**config.mk**
```make
export PLATFORM = sky130hd
export DESIGN_NAME = mem_access_stage
export DESIGN_NICKNAME = d
export VERILOG_FILES = /design/src/rtl/mem_access_stage_pkg.sv /design/src/rtl/mem_access_stage_dmem_handshake_fsm.sv /design/src/rtl/mem_access_stage.sv
export SDC_FILE = /design/constraint.sdc
export NUM_CORES = 1
export LEC_CHECK = 0
export CAP_MARGIN = 20
export CORE_AREA = 5 5 133 135
export DETAILED_ROUTE_END_ITERATION = 10
export DIE_AREA = 0 0 138 140
export GPL_ROUTABILITY_DRIVEN = 1
export GPL_TIMING_DRIVEN = 0
export PLACE_DENSITY = 0.75
export SLEW_MARGIN = 20
export SYNTH_ARGS = -nofsm -noshare
export SYNTH_HDL_FRONTEND = slang
export SYNTH_HIERARCHICAL = 1
export SYNTH_SLANG_ARGS = --single-unit
```
**constraint.sdc**
```tcl
create_clock -name clk -period 3.8 [get_ports clk]
set_clock_uncertainty 0.1 [all_clocks]
set_input_delay 0.38 -clock clk [delete_from_list [all_inputs] [get_ports clk]]
set_output_delay 0.38 -clock clk [all_outputs]
set_load 0.02 [all_outputs]
```
**src/rtl/mem_access_stage_pkg.sv**
```systemverilog
// Shared definitions for the MEM pipeline stage: write-back select codes,
// handshake FSM state encoding and the forwarding-select helper.
package mem_access_stage_pkg;

  localparam logic [1:0] WB_SEL_ALU = 2'b00;
  localparam logic [1:0] WB_SEL_MEM = 2'b01;
  localparam logic [1:0] WB_SEL_PC4 = 2'b10;

  typedef enum logic {
    MEM_IDLE = 1'b0,
    MEM_WAIT = 1'b1
  } mem_state_e;

  // The reserved select 2'b11 falls through to the ALU result.
  function automatic logic [31:0] fwd_select(input logic [1:0]  sel,
                                             input logic [31:0] pc_plus_4,
                                             input logic [31:0] alu_result);
    return (sel == WB_SEL_PC4) ? pc_plus_4 : alu_result;
  endfunction

endpackage

```
**src/rtl/mem_access_stage_dmem_handshake_fsm.sv**
```systemverilog
// Data-memory req/ready handshake: IDLE/WAIT state, watchdog counter,
// request and stall generation, and the complete/timeout pulses.
module dmem_handshake_fsm
  import mem_access_stage_pkg::*;
#(
  parameter int TIMEOUT_CYCLES = 64,
  parameter int CNT_W          = 7
) (
  input  logic clk,
  input  logic rst,
  input  logic i_mem_op,
  input  logic i_ready,
  output logic o_req,
  output logic o_stall,
  output logic o_complete,
  output logic o_timeout
);

  if ((2 ** CNT_W) <= TIMEOUT_CYCLES) begin : g_bad_cnt_w
    $error("CNT_W too narrow for TIMEOUT_CYCLES");
  end

  localparam logic [CNT_W-1:0] LP_CNT_LAST = CNT_W'(TIMEOUT_CYCLES - 1);

  mem_state_e       r_state;
  logic [CNT_W-1:0] r_cnt;
  logic             w_req;
  logic             w_timeout;

  // Request is combinational so a zero-wait access completes in its first
  // cycle; reset kills it immediately rather than waiting for an edge.
  assign w_req      = ~rst & ((r_state == MEM_WAIT) | i_mem_op);
  assign w_timeout  = ~rst & (r_state == MEM_WAIT) & ~i_ready & (r_cnt == LP_CNT_LAST);

  assign o_req      = w_req;
  assign o_complete = w_req & i_ready;
  assign o_timeout  = w_timeout;
  assign o_stall    = w_req & ~i_ready & ~w_timeout;

  // NOTE: state registers use non-blocking assignments so every flop samples
  // pre-edge values regardless of statement order.
  always_ff @(posedge clk or posedge rst) begin
    if (rst) begin
      r_state <= MEM_IDLE;
      r_cnt   <= '0;
    end else begin
      case (r_state)
        MEM_IDLE: begin
          if (i_mem_op && !i_ready) begin
            r_state <= MEM_WAIT;
            r_cnt   <= '0;
          end
        end
        MEM_WAIT: begin
          if (i_ready || w_timeout) begin
            r_state <= MEM_IDLE;
            r_cnt   <= '0;
          end else begin
            r_cnt <= r_cnt + CNT_W'(1);
          end
        end
        default: begin
          r_state <= MEM_IDLE;
          r_cnt   <= '0;
        end
      endcase
    end
  end

endmodule

```
**src/rtl/mem_access_stage.sv**
```systemverilog
// Pipeline MEM stage: issues word loads/stores over a req/ready port, stalls
// upstream while waiting, and registers results into MEM/WB.
module mem_access_stage
  import mem_access_stage_pkg::*;
#(
  parameter int ADDR_W         = 32,
  parameter int TIMEOUT_CYCLES = 64,
  parameter int CNT_W          = 7
) (
  input  logic              clk,
  input  logic              rst,
  input  logic [31:0]       ex_pc_plus_4_in,
  input  logic [31:0]       ex_alu_result_in,
  input  logic [31:0]       ex_read_data2_in,
  input  logic [4:0]        ex_rd_addr_in,
  input  logic              ex_mem_read_in,
  input  logic              ex_mem_write_in,
  input  logic              ex_reg_write_in,
  input  logic [1:0]        ex_mem_to_reg_in,
  output logic              dmem_req_out,
  output logic              dmem_we_out,
  output logic [ADDR_W-1:0] dmem_addr_out,
  output logic [31:0]       dmem_wdata_out,
  input  logic [31:0]       dmem_rdata_in,
  input  logic              dmem_ready_in,
  output logic              mem_stall_out,
  output logic [31:0]       mem_forward_data_out,
  output logic              mem_bus_error_out,
  output logic [31:0]       wb_pc_plus_4_out,
  output logic [31:0]       wb_alu_result_out,
  output logic [31:0]       wb_mem_data_out,
  output logic [4:0]        wb_rd_addr_out,
  output logic              wb_reg_write_out,
  output logic [1:0]        wb_mem_to_reg_out
);

  logic        w_mem_op;
  logic        w_is_load;
  logic        w_req;
  logic        w_stall;
  logic        w_complete;
  logic        w_timeout;
  logic [31:0] w_load_data;

  logic [31:0] r_wb_pc_plus_4;
  logic [31:0] r_wb_alu_result;
  logic [31:0] r_wb_mem_data;
  logic [4:0]  r_wb_rd_addr;
  logic        r_wb_reg_write;
  logic [1:0]  r_wb_mem_to_reg;
  logic        r_bus_error;

  // Read+write together is a store, so only a pure read returns data.
  assign w_mem_op  = ex_mem_read_in | ex_mem_write_in;
  assign w_is_load = ex_mem_read_in & ~ex_mem_write_in;

  dmem_handshake_fsm #(
    .TIMEOUT_CYCLES(TIMEOUT_CYCLES),
    .CNT_W         (CNT_W)
  ) u_fsm (
    .clk       (clk),
    .rst       (rst),
    .i_mem_op  (w_mem_op),
    .i_ready   (dmem_ready_in),
    .o_req     (w_req),
    .o_stall   (w_stall),
    .o_complete(w_complete),
    .o_timeout (w_timeout)
  );

  // Address/data come straight from EX/MEM, which upstream holds while stalled.
  assign dmem_req_out   = w_req;
  assign dmem_we_out    = w_req & ex_mem_write_in;
  assign dmem_addr_out  = {ex_alu_result_in[ADDR_W-1:2], 2'b00};
  assign dmem_wdata_out = ex_read_data2_in;
  assign mem_stall_out  = w_stall;

  assign mem_forward_data_out = fwd_select(ex_mem_to_reg_in, ex_pc_plus_4_in, ex_alu_result_in);

  // A timed-out load never asserts complete, so it writes back zero.
  assign w_load_data = (w_is_load && w_complete) ? dmem_rdata_in : 32'h0;

  always_ff @(posedge clk or posedge rst) begin
    if (rst) begin
      r_wb_pc_plus_4  <= '0;
      r_wb_alu_result <= '0;
      r_wb_mem_data   <= '0;
      r_wb_rd_addr    <= '0;
      r_wb_reg_write  <= 1'b0;
      r_wb_mem_to_reg <= WB_SEL_ALU;
    end else if (w_stall) begin
      r_wb_rd_addr    <= '0;
      r_wb_reg_write  <= 1'b0;
      r_wb_mem_to_reg <= WB_SEL_ALU;
    end else begin
      r_wb_pc_plus_4  <= ex_pc_plus_4_in;
      r_wb_alu_result <= ex_alu_result_in;
      r_wb_mem_data   <= w_load_data;
      r_wb_rd_addr    <= ex_rd_addr_in;
      r_wb_reg_write  <= ex_reg_write_in;
      r_wb_mem_to_reg <= ex_mem_to_reg_in;
    end
  end

  always_ff @(posedge clk or posedge rst) begin
    if (rst) begin
      r_bus_error <= 1'b0;
    end else if (w_timeout) begin
      r_bus_error <= 1'b1;
    end
  end

  assign wb_pc_plus_4_out  = r_wb_pc_plus_4;
  assign wb_alu_result_out = r_wb_alu_result;
  assign wb_mem_data_out   = r_wb_mem_data;
  assign wb_rd_addr_out    = r_wb_rd_addr;
  assign wb_reg_write_out  = r_wb_reg_write;
  assign wb_mem_to_reg_out = r_wb_mem_to_reg;
  assign mem_bus_error_out = r_bus_error;

endmodule

```
## Word-level counts from Yosys, hierarchy flattened

Index checks and enable logic that the tools add are counted.

- Output and inout port bits: 204
- Bits of input ports: 141
- Register bits: 113

- Multiplexer cells: 11
- Reduce and logical (&&, ||, !) cells: 4
- Eq/ne operators: 3
- Add/subtract/negate cells: 1
- Bitwise operators: 16

Operators with widths:

| cell | count |
|---|---|
| 32-bit two-way mux | 2 |
| 7-bit two-way mux | 2 |
| 7-bit one-hot mux with 2 select lines | 1 |
| 1-bit AND | 9 |
| 7-bit by 1-bit adder with 7-bit output, second input constant | 1 |
| 7-bit by 6-bit == test with 1-bit output, second input constant | 1 |
| 5-bit two-way mux | 1 |
| 1-bit NOT | 5 |
| 1-bit two-way mux | 3 |
| 2-bit == test, second input constant | 1 |
| 1-bit logical AND | 2 |
| 2-bit two-way mux | 1 |
| 2-bit by 1-bit inequality test with 1-bit output, second input constant | 1 |
| 1-bit OR | 2 |
| 1-bit one-hot mux with 2 select lines | 1 |
| 1-bit zero test | 1 |
| 1-bit logical OR | 1 |

## Depth between registers and ports, before layout

Gate-level depths: netlist of the first run.

- Word-level depth: 7
- Depth in mapped cells: 10

## By module

The synthesis of the first run kept the hierarchy.

By module, submodules not included:

| module | times used | area an instance (um^2) | cells each | seq. area each (um^2) |
|---|---|---|---|---|
| mem_access_stage | 1 | 5089.9 | 398 | 2627.5 |
| dmem_handshake_fsm | 1 | 449.2 | 49 | 200.2 |

## Worst setup path before layout of the first run

OpenSTA, ideal clock, no wires.

- Kind: flip-flop to flip-flop
- Start point: reg u_fsm.r_cnt[0]
- End point: reg r_wb_alu_result[3] (netlist: wb_alu_result_out[3])
- Slack: 0.550 ns
- Arrival time: 3.025 ns
- Path buffers: 2
- Stages on the path, launching flop included: 9
- Setup time: 0.125 ns
- Clock period less this slack: 3.250 ns
- Required time: 3.575 ns
- Cells stage by stage: dfrtp_1 > ha_1 > nand3_2 > or2_1 > nor2_1 > a2111oi_0 > buf_4 > buf_4 > mux2_2

- Cells in the longest elaborated chain, start to end: 4

RTL lines:

| what | RTL line | text |
|---|---|---|
| start: declaration | mem_access_stage_dmem_handshake_fsm.sv:26 | `logic [CNT_W-1:0] r_cnt;` |
| start signal: assignment | mem_access_stage_dmem_handshake_fsm.sv:59 | `r_cnt <= r_cnt + CNT_W'(1);` |
| 7-bit by 6-bit == test with 1-bit output | mem_access_stage_dmem_handshake_fsm.sv:33 | `assign w_timeout = ~rst & (r_state == MEM_WAIT) & ~i_ready & (r_cnt == LP_CNT_LAST);` |
| 1-bit AND | mem_access_stage_dmem_handshake_fsm.sv:33 |  |
| 1-bit NOT | mem_access_stage_dmem_handshake_fsm.sv:38 | `assign o_stall = w_req & ~i_ready & ~w_timeout;` |
| 1-bit AND | mem_access_stage_dmem_handshake_fsm.sv:38 |  |
| named net mem_stall_out | mem_access_stage.sv:26 | `output logic mem_stall_out,` |
| end signal: assignment | mem_access_stage.sv:97 | `r_wb_alu_result <= ex_alu_result_in;` |
| end: declaration | mem_access_stage.sv:46 | `logic [31:0] r_wb_alu_result;` |

The timed path passes the listed nets, and every way through them passes these cells.
A chain may end at the register's enable or synchronous reset.

## Worst setup path in the final report of the first run

- Start point: reg u_fsm.r_cnt[0]
- End point: out mem_stall_out

- Cells in the longest elaborated chain, start to end: 4

RTL lines:

| what | RTL line |
|---|---|
| 7-bit by 6-bit == test with 1-bit output | mem_access_stage_dmem_handshake_fsm.sv:33 |
| 1-bit AND | mem_access_stage_dmem_handshake_fsm.sv:33 |
| 1-bit NOT | mem_access_stage_dmem_handshake_fsm.sv:38 |
| 1-bit AND | mem_access_stage_dmem_handshake_fsm.sv:38 |
| end: declaration | mem_access_stage.sv:26 |

No other way between the ends.

==> impl_metrics.tcl, run 1 <==
set metrics [dict create \
    synthSimpleGateAreaFrac_pct 9.19 \
    hold_buffers 0 \
    n_antenna_cell 0 \
    grt-ovfl-total 0 \
    cts_resized 0 \
    ys.flop_type "dfrtp_1" \
    pwr-share-seq_pct 34.0 \
    grt_first_pass_wirelength_mm 27.2 \
    place_area_mm2 0.00895 \
    reg2reg_slack_ns 1.02 \
    cts_root_buf "clkbuf_16" \
    fin_crit_sh_pct 85.4 \
    synth_edf_count 0 \
    rsz0062_at_grt "no" \
    grt_pass1_vias 4806 \
    grt_max_degree 61 \
    crit_required_ns 3.32 \
    netlist_top_cells_area "dfrtp_1, mux2_2, buf_4" \
    ys_warn_count 6 \
    worstHoldStart "mem_bus_error_out" \
    r2r_end "wb_mem_data_out[3]" \
    final_core_util_pct 58.6 \
    critical_path.max_fanout 5 \
    yosysMostFrequentCell "dfrtp_1" \
    min_to "mem_bus_error_out" \
    htree_levels 4 \
    worst_pin_slew_ns 0.629 \
    synth_cells 447 \
    ff2ff_path_depth 9 \
    core_mm2 0.0163 \
    ys_seq_area_share_pct 51.1 \
    drive_above_1_share_pct 27.4 \
    rows 47 \
    drt_first_iter_violations 121 \
    dieHeight_um 140 \
    synth_compound_area_share_pct 5.15 \
    endpoint_kind "output port" \
    power.switching_mw 0.977 \
    clockBufferDepth 2 \
    cts_tree "yes" \
    synth_fa_ha_area_share_pct 0.226 \
    setup_viol 0 \
    dieArea_mm2 0.0193 \
    peakVddDrop_mv 0.270 \
    combPwrFrac_pct 22.8 \
    synth_top_family_by_area "multiplexers" \
    pre_cts_slack_ns 0.980 \
    die_w_um 138 \
    drtPass1Iterations 4 \
    slew_headroom_pct 57.0 \
    cts.clk_slew.worst_paths_ns 0.06 \
    holdCritPathClass "reg -> reg" \
    vias 4541 \
    final_cell_count_no_fill 1011 \
    hold_viol 0 \
    power-per-cell-area_mw_per_mm2 403 \
    p_leak_nw 4.13 \
    viasPerCell 4.49 \
    pin_count 345 \
    netlist.area_leader.share_pct 51.1 \
    synth_top_area_cell "dfrtp_1" \
    wl_mm 17.2 \
    setup_ws_ns 0.554 \
    grt_usage_pct 17.6 \
    internal_power_mw 2.88 \
    cts_made_buffers 17 \
    cap_violations 0 \
    cts_setup_buffers 0 \
    dp_cells 979 \
    crit_type "reg -> out" \
    fmax_mhz 308 \
    dp_hpwl_mm 13.6 \
    start_util_pct 33.9 \
    area_growth_syn_to_layout_pct 72.9 \
    synth_cell_types 38 \
    r2r_start "u_fsm/r_cnt[0]" \
    drc 0 \
    hold-path-cell-count 1 \
    slew_violations 0 \
    io_buffers 310 \
    synthArstFlopShare_pct 100 \
    cp_data_arrival_time_ns 2.77 \
    clk_latency_ns 0.41 \
    cts_sinks 113 \
    setup_tns_ns 0 \
    total_power_mw 3.86 \
    switching_share_pct 25.3 \
    antenna_found_initial 0 \
    gp_congestion 0.789 \
    ys_seq_elements 113 \
    drtAntennaViolNets 0 \
    cp-start-kind "flip-flop" \
    nNetsFinal 920 \
    syn_area_per_cell_um2 12.4 \
    netlist_top_cells_count "dfrtp_1, buf_4, mux2_2" \
    period_needed_ns 3.25 \
    finalHoldWorstSlack_ns 0.374 \
    status "completed" \
    synth_xor_area_share_pct 0 \
    synth_mux_area_share_pct 21.5 \
    postLayoutCellArea_mm2 0.00958 \
    clkPwrFrac_pct 43.2 \
    wl_per_cell_um 17.0 \
    syn_area_mm2 0.00554 \
]
cell type report:
type / count / area [um^2]
well taps: 220 / 275
flip-flops and latches: 113 / 2830
repair buffers: 311 / 3130
clock inverters: 9 / 128
inverters: 5 / 23.8
multi-input cells: 244 / 2010
fillers: 1422 / 6770
plain buffers: 86 / 688
clock buffers: 23 / 498
kinds of logic after synthesis:
logic type / Yosys count
AO/OA/AOI/OAI: 50
AND/OR/NAND/NOR: 95
other: 1
flip-flops: 113
adder cells (fa/ha/maj): 1
buffers and inverters: 91
multiplexers: 96
flip-flops by register name, summed over array words and instances, names as in the netlist:
register / flops
wb_mem_data_out: 32
wb_alu_result_out: 32
mem_bus_error_out: 1
u_fsm/r_state: 1
wb_mem_to_reg_out: 2
wb_rd_addr_out: 5
wb_reg_write_out: 1
wb_pc_plus_4_out: 32
u_fsm/r_cnt: 7
worst max-delay path, stage by stage, from the launching register on:
cell	delay (ns)
dfrtp_1	0.42
ha_1	0.28
nand3_2	0.11
or2_1	0.14
nor2_1	0.08
a2111oi_0	0.60
clkdlybuf4s50_1	0.73
routing by layer:
layer | vias to the layer above | track usage, % | routed length [um]
met4 | 0 | 4.37 | 219
met1 | 2189 | 20.0 | 6730
met5 | - | 0 | 0
met3 | 18 | 6.65 | 1490
met2 | 225 | 31.4 | 8750
li1 | 2109 | - | -
power groups by stage:
stage | clock (mW) | combinational, mW | sequential (mW)
2_1_floorplan | 0 | 0.345 | 1.42
3_3_place_gp | 0 | 0.883 | 1.33
3_5_place_dp | 0 | 0.893 | 1.33
4_1_cts | 1.70 | 0.896 | 1.31
5_1_grt | 1.75 | 0.933 | 1.32
6_report | 1.67 | 0.882 | 1.31
worst max path at each step:
stage,from,endpoint,slack [ns],depth (start not counted)
floorplan,u_fsm/r_cnt[0],wb_alu_result_out[3],0.55,8
global placement,rst,wb_pc_plus_4_out[13],-1.42,2
detailed placement,ex_mem_write_in,mem_stall_out,0.98,5
CTS,u_fsm/r_cnt[0],mem_stall_out,0.55,6
global route,u_fsm/r_cnt[0],mem_stall_out,0.40,6
finish,u_fsm/r_cnt[0],mem_stall_out,0.55,6
placed cells by master (no fill, tap or decap), drive strengths merged, types with 2 or more instances in the layout:
cell type	n
a21o	3
a21oi	2
buf	81
bufinv	3
clkbuf	29
clkdlybuf4s50	310
clkinv	3
clkinvlp	3
conb	2
dfrtp	113
inv	5
mux2	96
nand2	36
nand2b	33
nand3	2
nor2	4
nor2b	9
nor3	2
o21ai	39
or2	3
Note: power is estimated with default switching activity, not from simulation.
==> run 2: changes to the inputs <==
--- a/config.mk
+++ b/config.mk
@@ -5,13 +5,14 @@
 export SDC_FILE = /design/constraint.sdc
 export NUM_CORES = 1
 export LEC_CHECK = 0
+export ABC_AREA = 1
 export CAP_MARGIN = 20
-export CORE_AREA = 5 5 133 135
+export CORE_AREA = 5 5 132 134
 export DETAILED_ROUTE_END_ITERATION = 10
-export DIE_AREA = 0 0 138 140
+export DIE_AREA = 0 0 137 139
 export GPL_ROUTABILITY_DRIVEN = 1
 export GPL_TIMING_DRIVEN = 0
-export PLACE_DENSITY = 0.75
+export PLACE_DENSITY = 0.77
 export SLEW_MARGIN = 20
 export SYNTH_ARGS = -nofsm -noshare
 export SYNTH_HDL_FRONTEND = slang
==> run 2 against run 1 <==
Net effect: maximum frequency is 8.9% higher; wire length is 15% higher; total power is 3.1% lower; synthesized area is 1.1% higher; cell count is 26% higher; sequential share of layout area hardly changed; synthesized cell count is 58% higher; critical endpoint is now mem_forward_data_out[6]; design area hardly changed; non-clock buffer count is 9 higher; setup slack better by 0.27 ns; hold slack worse by 0.078 ns.
==> impl_metrics.tcl, run 2 <==
set metrics [dict create \
    status "completed" \
    crit_required_ns 3.32 \
    ys_warn_count 6 \
    p_leak_nw 4.77 \
    nNetsFinal 1181 \
    netlist_top_cells_area "dfrtp_1, nand2_1, buf_4" \
    synth_top_area_cell "dfrtp_1" \
    cp-start-kind "input port" \
    final_cell_mix "clkdlybuf4s50_1, nand2_1, dfrtp_1" \
    period_needed_ns 2.98 \
    slew_headroom_pct 57.7 \
    cap_violations 0 \
    setup_viol 0 \
    cts_tree "yes" \
    layout_commonest_cell "clkdlybuf4s50_1" \
    endpoint_kind "output port" \
    fin_crit_sh_pct 78.4 \
    synthArstFlopShare_pct 100 \
    slew_violations 0 \
    clk_latency_ns 0.40 \
    io_buffers 310 \
    cp_data_arrival_time_ns 2.50 \
    syn_area_mm2 0.00560 \
    rows 47 \
    core_mm2 0.0162 \
    synth_edf_count 0 \
    n_antenna_cell 0 \
    start_util_pct 34.6 \
    dieArea_mm2 0.0190 \
    synth_cell_types 24 \
    ys_seq_elements 113 \
    dp_hpwl_mm 15.4 \
    syn_area_per_cell_um2 7.91 \
    fmax_mhz 336 \
    peakVddDrop_mv 0.276 \
    rsz0062_at_grt "no" \
    vias 5582 \
    grt_max_degree 71 \
    grt_pass1_vias 5645 \
    area_growth_syn_to_layout_pct 71.2 \
    hold_viol 0 \
    cts.clk_slew.worst_paths_ns 0.06 \
    htree_levels 4 \
    drtPass1Iterations 5 \
    setup_tns_ns 0 \
    worst_pin_slew_ns 0.635 \
    cts_resized 0 \
    ys.flop_type "dfrtp_1" \
    crit_type "in -> out" \
    final_core_util_pct 59.3 \
    clockBufferDepth 2 \
    netlist.area_leader.share_pct 50.5 \
    netlist_top_cells_count "nand2_1, dfrtp_1, inv_1" \
    wl_per_cell_um 15.5 \
    antenna_found_initial 0 \
    grt_first_pass_wirelength_mm 30.2 \
    r2r_end "wb_pc_plus_4_out[3]" \
    wl_mm 19.7 \
    dieHeight_um 139 \
    ff2ff_path_depth 7 \
    cts_root_buf "clkbuf_16" \
    cts_made_buffers 17 \
    final_cell_count_no_fill 1272 \
    die_w_um 137 \
    pin_count 345 \
    cts_setup_buffers 0 \
    dp_cells 1240 \
    critical_path.max_fanout 10 \
    viasPerCell 4.39 \
    hold_buffers 0 \
    cts_sinks 113 \
    gp_congestion 0.793 \
    ys_seq_area_share_pct 50.5 \
    drt_first_iter_violations 229 \
    grt_usage_pct 20.3 \
    nFillCells 1435 \
    power-per-cell-area_mw_per_mm2 390 \
    reg2reg_slack_ns 1.49 \
    drive_above_1_share_pct 12.6 \
    yosysMostFrequentCell "nand2_1" \
    grt-ovfl-total 0 \
    drtAntennaViolNets 0 \
    synth_cells 708 \
    drc 0 \
    total_power_mw 3.74 \
    holdCritPathClass "in -> async" \
    r2r_start "u_fsm/r_cnt[0]" \
]
## run 2: how the worst max path moves through the flow
| stage | startpoint | slack, ns | to |
|---|---|---|---|
| global placement | rst | -1.24 | wb_pc_plus_4_out[11] |
| floorplan | rst | 0.56 | mem_bus_error_out |
| CTS | ex_mem_to_reg_in[0] | 0.77 | mem_forward_data_out[6] |
| detailed placement | ex_mem_to_reg_in[0] | 0.77 | mem_forward_data_out[6] |
| finish | ex_mem_to_reg_in[0] | 0.82 | mem_forward_data_out[6] |
| global route | rst | 0.62 | mem_stall_out |
## run 2: area by class of cell
class	instances	area [um^2]	share of cell area, %
Clock buffer	18	439	4.58
Buffer	95	682	7.11
Inverter	114	433	4.52
Multi-Input combinational cell	387	1660	17.4
Sequential cell	113	2830	29.5
Clock inverter	14	134	1.40
Timing Repair Buffer	311	3130	32.7
Tap cell	220	275	2.87
## run 2: cells by family (layout without fill, tap and decap cells)
family,after synthesis,count (layout),share of synthesized area (%)
flip-flops,113,113,50.5
AO/OA/AOI/OAI,99,99,8.85
other,1,2,0.0670
AND/OR/NAND/NOR,282,282,20.0
buffers and inverters,209,552,19.8
XOR/XNOR,3,3,0.469
adder cells (fa/ha/maj),1,1,0.223
## run 2: per-stage QoR
| stage | instance area (um^2) | worst slack [ns] | hold WS (ns) |
|---|---|---|---|
| 2_1_floorplan | 5600 | 0.559 | 0.101 |
| 3_3_place_gp | 8980 | -1.24 | 0.361 |
| 3_5_place_dp | 9010 | 0.774 | 0.365 |
| 4_1_cts | 9590 | 0.771 | 0.293 |
| 5_1_grt | 9590 | 0.621 | 0.342 |
| 6_report | 9590 | 0.820 | 0.296 |
## run 2: routing by layer
layer	vias to the layer above	wire [um]	global-route usage, %
li1	2713	-	-
met1	2581	7570	23.8
met2	250	9820	34.5
met3	38	1800	5.95
met4	0	563	8.40
met5	-	0	0
## run 2: where the power goes
group / internal (mW) / switching (mW) / total, mW / leakage [nW]
registers: 1.28 / 0.0454 / 1.33 / 1.42
clock network: 0.922 / 0.597 / 1.52 / 0.265
logic: 0.440 / 0.453 / 0.892 / 3.08
total: 2.65 / 1.10 / 3.74 / 4.77
## run 2: critical path, cell delays in order
cell,delay [ns]
clkdlybuf4s50_1,0.46
inv_1,0.06
nand2_2,0.24
clkbuf_1,0.53
o21ai_0,0.22
clkdlybuf4s50_1,0.59
